File: src/rtl/line_prefetcher.sv
// Purpose: ping-pong prefetch of framebuffer lines into a two-bank line buffer ahead of VGA scanout.
// Latency: one line fill takes H_PIXELS+READ_LATENCY cycles; underrun pulses one cycle after the offending line end.
// Backpressure: none upstream; fills park in WAIT until the display frees a bank, and the display never stalls.
// Ports: system_clock/reset_n; enable, frame_start, line_finished (vga-domain level), fb_base control inputs;
//        fb_read_address/fb_read_data framebuffer read port; line_write_address/data/enable line-buffer port;
//        display_bank, busy, underrun status outputs.
module line_prefetcher #(
    parameter int PIXEL_WIDTH        = 12,
    parameter int FB_ADDRESS_WIDTH   = 22,
    parameter int LINE_ADDRESS_WIDTH = 13,
    parameter int H_PIXELS           = 640,
    parameter int SRC_LINES          = 240,
    parameter int LINE_REPEAT        = 2,
    parameter int READ_LATENCY       = 1
) (
    input  logic                          system_clock,
    input  logic                          reset_n,
    input  logic                          enable,
    input  logic                          frame_start,
    input  logic                          line_finished,
    input  logic [FB_ADDRESS_WIDTH-1:0]   fb_base,
    output logic [FB_ADDRESS_WIDTH-1:0]   fb_read_address,
    input  logic [PIXEL_WIDTH-1:0]        fb_read_data,
    output logic [LINE_ADDRESS_WIDTH-1:0] line_write_address,
    output logic [PIXEL_WIDTH-1:0]        line_write_data,
    output logic                          line_write_enable,
    output logic                          display_bank,
    output logic                          busy,
    output logic                          underrun
);
    localparam int IDX_W  = $clog2(H_PIXELS);
    localparam int CNT_W  = $clog2(H_PIXELS + 1);
    localparam int LINE_W = $clog2(SRC_LINES + 1);
    localparam int REP_W  = (LINE_REPEAT > 1) ? $clog2(LINE_REPEAT) : 1;

    typedef enum logic [1:0] {IDLE, FILL, WAIT, DONE} state_t;

    state_t                      state;
    logic [FB_ADDRESS_WIDTH-1:0] src_addr;
    logic [LINE_W-1:0]           src_line;
    logic [CNT_W-1:0]            issue_cnt;
    logic                        write_bank;
    logic [1:0]                  bank_valid;
    logic [REP_W-1:0]            repeat_cnt;
    logic [READ_LATENCY-1:0]     pipe_vld;
    logic [IDX_W-1:0]            pipe_idx [READ_LATENCY];
    logic [2:0]                  line_sync;

    logic       issue;
    logic       wr_fire;
    logic       fill_done;
    logic       line_end;
    logic       le_active;
    logic       switch_disp;
    logic       new_disp;
    logic [1:0] bv_filled;
    logic [1:0] bv_next;
    logic [LINE_ADDRESS_WIDTH-1:0] wr_base;

    // Two flops synchronise the vga-domain level, the third gives the rising-edge reference.
    assign line_end  = line_sync[1] & ~line_sync[2];
    assign le_active = line_end && (state != IDLE);

    assign issue = (state == FILL) && (issue_cnt < CNT_W'(H_PIXELS));

    // A write returning on a restart or disable cycle belongs to the abandoned fill and is dropped.
    assign wr_fire   = pipe_vld[READ_LATENCY-1] && enable && !frame_start;
    assign fill_done = wr_fire && (pipe_idx[READ_LATENCY-1] == IDX_W'(H_PIXELS - 1));

    assign switch_disp = le_active && (repeat_cnt == REP_W'(LINE_REPEAT - 1));
    assign new_disp    = ~display_bank;

    // Bank bookkeeping for this cycle: a completing fill marks its bank valid first, so the
    // underrun check sees it; a display switch then frees the bank being left, so the FILL/WAIT
    // decisions see the freed bank in the same cycle.
    always_comb begin
        bv_filled = bank_valid;
        if (fill_done) begin
            bv_filled[write_bank] = 1'b1;
        end
        bv_next = bv_filled;
        if (switch_disp) begin
            bv_next[display_bank] = 1'b0;
        end
    end

    assign wr_base = write_bank ? LINE_ADDRESS_WIDTH'(H_PIXELS) : {LINE_ADDRESS_WIDTH{1'b0}};

    assign busy               = (state == FILL);
    assign fb_read_address    = issue ? (src_addr + FB_ADDRESS_WIDTH'(issue_cnt)) : {FB_ADDRESS_WIDTH{1'b0}};
    assign line_write_enable  = wr_fire;
    assign line_write_data    = wr_fire ? fb_read_data : {PIXEL_WIDTH{1'b0}};
    assign line_write_address = wr_fire ? (wr_base + LINE_ADDRESS_WIDTH'(pipe_idx[READ_LATENCY-1]))
                                        : {LINE_ADDRESS_WIDTH{1'b0}};

    always_ff @(posedge system_clock or negedge reset_n) begin
        if (!reset_n) begin
            state        <= IDLE;
            src_addr     <= '0;
            src_line     <= '0;
            issue_cnt    <= '0;
            write_bank   <= 1'b0;
            bank_valid   <= 2'b00;
            repeat_cnt   <= '0;
            pipe_vld     <= '0;
            line_sync    <= '0;
            display_bank <= 1'b0;
            underrun     <= 1'b0;
            for (int i = 0; i < READ_LATENCY; i++) begin
                pipe_idx[i] <= '0;
            end
        end else begin
            line_sync <= {line_sync[1:0], line_finished};
            underrun  <= 1'b0;

            // Read-return pipeline: carries each issued pixel index until its data arrives.
            for (int i = READ_LATENCY - 1; i > 0; i--) begin
                pipe_vld[i] <= pipe_vld[i-1];
                pipe_idx[i] <= pipe_idx[i-1];
            end
            pipe_vld[0] <= issue;
            pipe_idx[0] <= issue_cnt[IDX_W-1:0];
            if (issue) begin
                issue_cnt <= issue_cnt + CNT_W'(1);
            end

            if (!enable) begin
                state     <= IDLE;
                pipe_vld  <= '0;
                issue_cnt <= '0;
            end else if (frame_start) begin
                state      <= FILL;
                src_addr   <= fb_base;
                src_line   <= '0;
                write_bank <= 1'b0;
                display_bank <= 1'b0;
                repeat_cnt <= '0;
                bank_valid <= 2'b00;
                issue_cnt  <= '0;
                pipe_vld   <= '0;
            end else if (state != IDLE) begin
                bank_valid <= bv_next;

                if (le_active) begin
                    if (switch_disp) begin
                        repeat_cnt   <= '0;
                        display_bank <= new_disp;
                        // A bank still mid-fill reads as invalid here; the fill simply carries on.
                        underrun     <= !bv_next[new_disp];
                    end else begin
                        repeat_cnt <= repeat_cnt + REP_W'(1);
                    end
                end

                case (state)
                    FILL: begin
                        if (fill_done) begin
                            src_addr   <= src_addr + FB_ADDRESS_WIDTH'(H_PIXELS);
                            src_line   <= src_line + LINE_W'(1);
                            write_bank <= ~write_bank;
                            issue_cnt  <= '0;
                            if (src_line + LINE_W'(1) == LINE_W'(SRC_LINES)) begin
                                state <= DONE;
                            end else if (!bv_next[~write_bank]) begin
                                state <= FILL;
                            end else begin
                                state <= WAIT;
                            end
                        end
                    end
                    WAIT: begin
                        if (!bv_next[write_bank] && (src_line < LINE_W'(SRC_LINES))) begin
                            state <= FILL;
                        end
                    end
                    default: begin
                    end
                endcase
            end
        end
    end
endmodule
File: config.mk
export PLATFORM = sky130hd
export DESIGN_NAME = line_prefetcher
export DESIGN_NICKNAME = d
export VERILOG_FILES = /design/src/rtl/line_prefetcher.sv
export SDC_FILE = /design/constraint.sdc
export NUM_CORES = 1
export LEC_CHECK = 0
export CAP_MARGIN = 20
export CORE_ASPECT_RATIO = 1.1
export CORE_MARGIN = 4
export CORE_UTILIZATION = 40
export CTS_CLUSTER_DIAMETER = 80
export DETAILED_ROUTE_END_ITERATION = 12
export PLACE_DENSITY = 0.67
export REMOVE_ABC_BUFFERS = 1
export SLEW_MARGIN = 10
export SYNTH_ARGS = -nofsm -noshare
export SYNTH_HDL_FRONTEND = slang
export SYNTH_SLANG_ARGS = --single-unit
export TNS_END_PERCENT = 10
File: constraint.sdc
create_clock -name system_clock -period 3.4 [get_ports system_clock]
set_input_delay 0.68 -clock system_clock [delete_from_list [all_inputs] [get_ports system_clock]]
set_output_delay 0.68 -clock system_clock [all_outputs]
set_load 0.01 [all_outputs]
# Word level (Yosys, flattened, before mapping)
# Index checks and enable logic that the tools add are counted.
# word_totals
latchBits	0
reg_bits	62
ram_bits	0
inputBits	39
romBits	0
word_cells	123
output_inout_bits	51
n_memories	0
# classes
n_bitwise	7
add_sub_neg	6
n_lt_le_gt_ge	8
eq_ne	8
n_div	0
n_shift	0
n_reduce_logical	23
mul	0
mux	59
# op_table
cell	n
$mux W22	5
$mux W10	7
$mux W8	4
$mux W1	27
$add A22 B10 Y22	1
$add A22 B10 Y22 const B	1
$mux W2	11
$mux W12	1
$reduce_and A4 Y1	3
$reduce_bool A2 Y1	6
$add A10 B10 Y11	1
$mux W11	1
$add A10 B1 Y10 const B	1
$eq A10 B10 Y1 const B	1
$lt A10 B10 Y1 const B	1
$logic_and A1 B1 Y1	9
$add A8 B1 Y8 const B	1
$eq A8 B8 Y1 const B	1
$lt A1 B2 Y1 const B	4
$lt A8 B8 Y1 const B	1
$ne A4 B1 Y1 const B	1
$ne A4 B3 Y1 const B	1
$ne A4 B4 Y1 const B	1
$pmux W2 S2	1
other kinds (14)	20

# Logic depth before layout (Yosys ltp)
# Gate-level depths: netlist (run 1).
# depth
ltp_word	17
depth_mapped	8
ltp_nobuf	8

# Worst setup path before layout (run 1)
# OpenSTA, ideal clock, no wires.
# synth_path
path_kind	reg2out
start	register issue_cnt[0]
end	output port fb_read_address[16]
stages_incl_launch_ff	9
arrival_ps	2234
setup_slack_ps	486
n_path_buf	0
t_required_ps	2720
path_cell_list	dfrtp_1 -> ha_1 -> inv_1 -> fa_1 -> nor2b_1 -> o31a_1 -> o211ai_1 -> a211oi_1 -> mux2i_1
# synth_between
elab_chain_len	3
word_cells_on_any_way	4
cone_classes	add/sub (1); order compare (1); mux (1); reduce/logical (1)
# synth_lines
element	line	rtl
start, declared	41	logic [CNT_W-1:0] issue_cnt;
start signal, assigned	124	issue_cnt <= issue_cnt + CNT_W'(1);
parallel branches: the longest is 2 deep, another holds $add A22 B10 Y22	-	
$mux W22 (*)	90	assign fb_read_address = issue ? (src_addr + FB_ADDRESS_WIDTH'(issue_cnt)) : {FB_ADDRESS_WIDTH{1'b0}};
end, declared	22	output logic [FB_ADDRESS_WIDTH-1:0] fb_read_address,
# Every way passes the cells marked *.

# Worst setup path after layout (run 1)
# layout_path
start	register issue_cnt[1]
end	output port fb_read_address[17]
# Same word-level chain as after synthesis.

==> impl_metrics.yaml, run 1 <==
power_and_ir_drop:
  design_power_total_uw: 2080
  vdd_drop_max_mv: 0.302
  p_leak_uw: 0.00241
  p_per_area_nw_per_um2: 370
drt:
  post-route-drc-count: 0
  wl_per_cell_um: 16.8
  drtIter0Drc: 394
  drtPass1Iterations: 5
  drtAntennaViolNets: 0
  via_per_inst: 5.62
  via_count: 4147
  postRouteWirelength_mm: 12.4
die:
  die_h_um: 115
  core_area_um2: 10000
  dieWidth_um: 106
  initial_utilization_pct: 41.7
  die_area_um2: 12200
  fp-row-count: 38
  ios: 90
logic_synthesis:
  synth_area_um2: 4190
  synthArstFlopShare_pct: 100
  yosys_warnings: 0
  avgSynthCellArea_um2: 8.42
  synth_compound_area_share_pct: 19.3
  synthAdderAreaFrac_pct: 6.16
  synthSimpleGateAreaFrac_pct: 27.9
  synthesis.instances: 497
  synth_xor_area_share_pct: 3.56
  yosysSeqAreaShare_pct: 37.1
  synth_seq_cells: 62
  synth_top_family_by_area: "simple AND/OR/NAND/NOR gates"
  synth_mux_area_share_pct: 2.15
  synth_edf_count: 0
  synth.distinct_cells: 59
  ys.flop_type: "dfrtp_1"
global_route:
  grt_pass1_wl_mm: 20.3
  grt_overflow: 0
  first_global_vias: 3932
  grtUsageTotal_pct: 20.7
  grt_max_degree: 63
  antenna_found_initial: 0
place:
  port_buffers: 87
  dp_slack_ps: 83.9
  globalplace.congestion: 0.924
  hpwl_mm: 9.17
layout:
  syn_to_final_growth_pct: 34.1
  antenna_cells: 0
  num-fill-cells: 929
  drive_gt1_share_pct: 10.4
  nets: 653
min_path:
  hold_path.class: "register to register"
  worstHoldStart: "line_sync[0]"
outcome:
  outcome: "finished clean"
sta:
  finalSetupViolCount: 0
  hold_ws_ps: 339
  final_hold_viol_count: 0
  fin_crit_ps: 3390
  setup_ws_ps: 8.45
  drv_slew: 0
  worst_pin_slew_ps: 793
  fmax_mhz: 295
  max_slew_margin_pct: 47.1
  finClkSkew_ps: 12.9
  rsz0062_at_grt: "yes"
  fin_crit_sh_pct: 99.8
setup_path:
  cp_cell_sequence: "buf_4, ha_1, a21oi_1, nor2_2, o21ai_4, a21oi_1, mux2i_1, clkdlybuf4s50_1"
  start_kind: "register"
  regToRegStartpoint: "pipe_vld"
  slowest_delay_ps: 570
  crit_type: "register to output pin"
  crit_slowest_cell: "clkdlybuf4s50_1"
  worstPathRequired_ps: 2720
  cp_top_family: "buffers and inverters"
  crit_arrival_ps: 2710
  critPathBufInv: 2
  critPathMaxFanout: 8
  startpoint: "issue_cnt[1]"
  cp_common_cell: "a21oi_1"
  end_kind: "output pin"
clock_network:
  clk_latency_ps: 350
  clock_path_buffers: 2
  h-tree-depth: 3
  tritoncts: "built"
  postCtsSetupBuffers: 0
  cts.sink_count: 62
  clock-root-buffer: "clkbuf_8"
  path_clk_slew_ps: 70
  cts_buffers: 9
flow_run:
  drv_cap: 0
-- registers in the layout (all words and copies together), names as in the netlist --
signal        count
issue_cnt        10
display_bank      1
pipe_vld          1
bank_valid        2
src_line          8
state             2
line_sync         3
repeat_cnt        1
write_bank        1
src_addr         22
pipe_idx         10
underrun          1
-- power by group --
group / total, µW / internal (µW) / switching, µW
clock network: 832 / 543 / 288
registers: 849 / 783 / 66.8
logic: 396 / 188 / 208
-- metrics by stage --
| stage | area (µm²) | utilization, % | setup TNS [ps] | cells |
|---|---|---|---|---|
| 2_1_floorplan | 4080 | - | 0 | 471 |
| 3_3_place_gp | 5310 | 52.9 | 0 | 723 |
| 3_5_place_dp | 5310 | 52.9 | 0 | 723 |
| 4_1_cts | 5580 | 55.6 | -50.7 | 738 |
| 5_1_grt | 5610 | 56.0 | -1040 | 738 |
| 6_report | 5610 | 56.0 | 0 | 738 |
-- cells by family (layout without fill, tap and decap cells) --
group | Yosys count | after routing
mux | 9 | 9
compound gates | 124 | 124
xor+xnor | 17 | 17
other cells | 1 | 2
simple gates | 225 | 225
buf+inv | 39 | 139
flops | 62 | 62
fa+ha+maj | 20 | 20
-- final timing paths --
| kind | depth (start not counted) | slack [ps] | end |
|---|---|---|---|
| hold reg to reg | 0 | 340 | line_sync[1] |
| min in group asynchronous | 2 | 490 | underrun |
| hold / removal | 0 | 340 | line_sync[1] |
| setup / recovery | 8 | 8 | fb_read_address[17] |
| max in group asynchronous | 2 | 2370 | issue_cnt[2] |
| setup reg to reg | 5 | 830 | src_addr[20] |
-- layer usage --
| metal | GRT usage (%) | vias to the layer above | part of all wire [%] |
|---|---|---|---|
| met5 | 0 | - | 0 |
| met4 | 5.61 | 0 | 1.8 |
| met3 | 4.49 | 19 | 6.0 |
| met2 | 34.3 | 144 | 49 |
| met1 | 27.7 | 1982 | 43 |
| li1 | - | 2002 | - |
-- cell usage in the layout, fill, tap and decap left out, drive strengths merged, types with 6 or more instances in the layout --
master	Yosys	final
clkdlybuf4s50	0	78
nand2	63	63
dfrtp	62	62
nor2	38	38
a21oi	34	34
and3	30	30
o21ai	29	29
buf	6	27
ha	19	19
nand3	18	18
nor3	15	15
clkbuf	21	13
inv	11	11
nand2b	10	10
nand4	10	10
xor2	10	10
mux2i	9	9
nor2b	9	9
o211ai	8	8
xnor2	7	7
o21a	7	7
a211oi	7	7
o22ai	6	6
-- what timing repair did --
item / 4_1_cts / 5_1_grt
setup endpoints to repair: 12 / 18
resized for setup: 13 / 17
hold buffers: 0 / 0
-- final cells by class --
cell class | count | area [µm²] | area share (%)
Clock buffer | 12 | 165 | 2.94
Clock inverter | 3 | 90.1 | 1.60
Inverter | 12 | 45.0 | 0.802
Multi-Input combinational cell | 397 | 2540 | 45.3
Sequential cell | 62 | 1550 | 27.6
Tap cell | 140 | 175 | 3.12
Timing Repair Buffer | 112 | 1040 | 18.6
-- cells in the mapped netlist (6+ instances only) --
master	number	area share (%)
nand2_1	63	5.7
nor2_1	38	3.4
nand3_1	18	2.2
nor3_1	15	1.8
o21ai_0	27	3.2
and3_1	30	4.5
o22ai_1	6	0.90
a211oi_1	7	1.3
a21oi_1	34	4.1
xor2_1	10	2.1
o211ai_1	8	1.4
nor2b_1	9	1.3
xnor2_1	7	1.5
o21a_1	7	1.3
dfrtp_1	62	37
ha_1	19	5.7
nand4_1	10	1.5
clkbuf_1	21	1.9
nand2b_1	10	1.5
inv_1	11	0.99
mux2i_1	9	2.2
Power figures use the tool's default switching activity.
==> run 2: changes to the inputs <==
CORE_UTILIZATION = 45   (was 40)
PLACE_DENSITY = 0.74   (was 0.67)
SKIP_LAST_GASP = 1   (was not set)
TNS_END_PERCENT = 100   (was 10)
==> impl_metrics.yaml, run 2 (synthesized netlist as in run 1, its figures left out) <==
sta:
  setup_ws_ps: 40.3
  fin_crit_ps: 3360
  finClkSkew_ps: 9.98
  max_slew_margin_pct: 47.1
  worst_pin_slew_ps: 794
  final_hold_viol_count: 0
  fin_crit_sh_pct: 98.8
  rsz0062_at_grt: "yes"
  fmax_mhz: 298
  hold_ws_ps: 356
  finalSetupViolCount: 0
  drv_slew: 0
clock_network:
  cts.sink_count: 62
  cts_buffers: 9
  clock-root-buffer: "clkbuf_8"
  clock_path_buffers: 2
  path_clk_slew_ps: 70
  hold_buffers: 0
  tritoncts: "built"
  clk_latency_ps: 350
  h-tree-depth: 3
drt:
  via_per_inst: 5.96
  post-route-drc-count: 0
  postRouteWirelength_mm: 12.6
  via_count: 4267
  drtIter0Drc: 271
  drtPass1Iterations: 5
  wl_per_cell_um: 17.6
  drtAntennaViolNets: 0
place:
  dp_slack_ps: 57.1
  hpwl_mm: 9.23
  globalplace.congestion: 0.888
  placed_area_um2: 5270
  dp.cells: 697
  port_buffers: 87
die:
  fp-row-count: 36
  initial_utilization_pct: 46.7
  ios: 90
  core_area_um2: 8960
  die_area_um2: 10900
  dieWidth_um: 100
  die_h_um: 109
global_route:
  grt_pass1_wl_mm: 20.4
  grtUsageTotal_pct: 23.6
  grt_max_degree: 63
  grt_use_met2_pct: 40.4
  antenna_found_initial: 0
  use_met1_pct: 29.0
  grt_overflow: 0
  first_global_vias: 4212
  grt_busiest_layer: "met2"
  grt.met3_usage_pct: 5.37
setup_path:
  start_kind: "register"
  critPathMaxFanout: 5
  end_kind: "output pin"
  rr_endpoint: "src_addr[20]"
  worstPathRequired_ps: 2720
  crit_type: "register to output pin"
  rr_worst_depth: 5
  r2r_slack_ps: 800
  crit_arrival_ps: 2680
  regToRegStartpoint: "pipe_vld"
power_and_ir_drop:
  clock_power_share_pct: 39.3
  design_power_total_uw: 2060
  power_switching_share_pct: 28.1
  vdd_drop_max_mv: 0.227
  p_int_uw: 1480
  p_leak_uw: 0.00247
  combPwrFrac_pct: 19.6
  switchingPower_uw: 580
  seqPwrFrac_pct: 41.1
  p_per_area_nw_per_um2: 366
layout:
  num-fill-cells: 745
  drive_gt1_share_pct: 13.3
  finalNonFillerCells: 716
  nets: 656
  fin_area_um2: 5650
  final_common_cell: "clkdlybuf4s50_1"
  most-common-layout-cells: "75 x clkdlybuf4s50_1, 62 x nand2_1, 60 x dfrtp_1"
  antenna_cells: 0
  top_regs: "src_addr (22), issue_cnt (10), pipe_idx (10)"
  regMostFlops: "src_addr"
  largest_register_ffs: 22
  syn_to_final_growth_pct: 34.9
min_path:
  hold_path.class: "register to register"
  whs_endpoint: "line_sync[1]"
  worstHoldStart: "line_sync[0]"
  hold_depth: 0
flow_run:
  drv_cap: 0
outcome:
  outcome: "finished clean"
[run 2: changes by cell type in the layout (fill, tap and decap cells not counted), moves of 3 or more]
cell,delta
dlymetal6s2s_1,+3
ha_2,+4
clkdlybuf4s50_1,-3
ha_1,-5
[run 2: final cells by class]
type	count	area [µm²]	area share (%)
Multi-Input combinational cell	397	2590	45.8
Tap cell	114	143	2.53
Clock buffer	11	141	2.50
Sequential cell	62	1550	27.5
Clock inverter	5	106	1.88
Timing Repair Buffer	115	1070	18.9
Inverter	12	45.0	0.798
[run 2: through the flow]
step,setup TNS [ps],util (%)
after CTS,-503,62.2
final,0,63.0
after floorplan,0,-
after global placement,0,58.8
after global routing,-283,63.0
after detailed placement,0,58.8
[run 2: power by group through the flow]
stage | combinational [µW] | clock (µW) | sequential (µW)
after floorplan | 201 | 0 | 843
after global placement | 388 | 0 | 855
after detailed placement | 396 | 0 | 857
after CTS | 399 | 819 | 845
after global routing | 447 | 856 | 855
final | 405 | 810 | 848
[run 2: how the worst max path moves through the flow]
stage / to / from / slack [ps]
finish: fb_read_address[10] / issue_cnt[5] / 40
global route: fb_read_address[10] / issue_cnt[5] / -80
CTS: fb_read_address[18] / src_addr[0] / -230
detailed placement: fb_read_address[18] / src_addr[0] / 60
global placement: fb_read_address[18] / src_addr[0] / 120
floorplan: fb_read_address[16] / issue_cnt[0] / 490
[run 2: repair_timing]
action,CTS,global route
setup buffers,1,2
cloned,0,0
resized for setup,19,36
setup endpoints to repair,13,16
pin swaps,3,6
[run 2: per-layer routing]
| metal | routed length (µm) | part of all wire, % |
|---|---|---|
| met1 | 5160 | 41 |
| met2 | 6430 | 51 |
| met3 | 684 | 5.4 |
| met4 | 319 | 2.5 |
| met5 | 0 | 0 |
[run 2: critical path: stages, from the launching register on]
cell and delay, ps:
dfrtp_2 450, ha_1 260, or4_1 570, o211ai_1 240, buf_4 190, buf_4 110
nand3_1 70, a21oi_1 160, dlygate4sd2_1 280
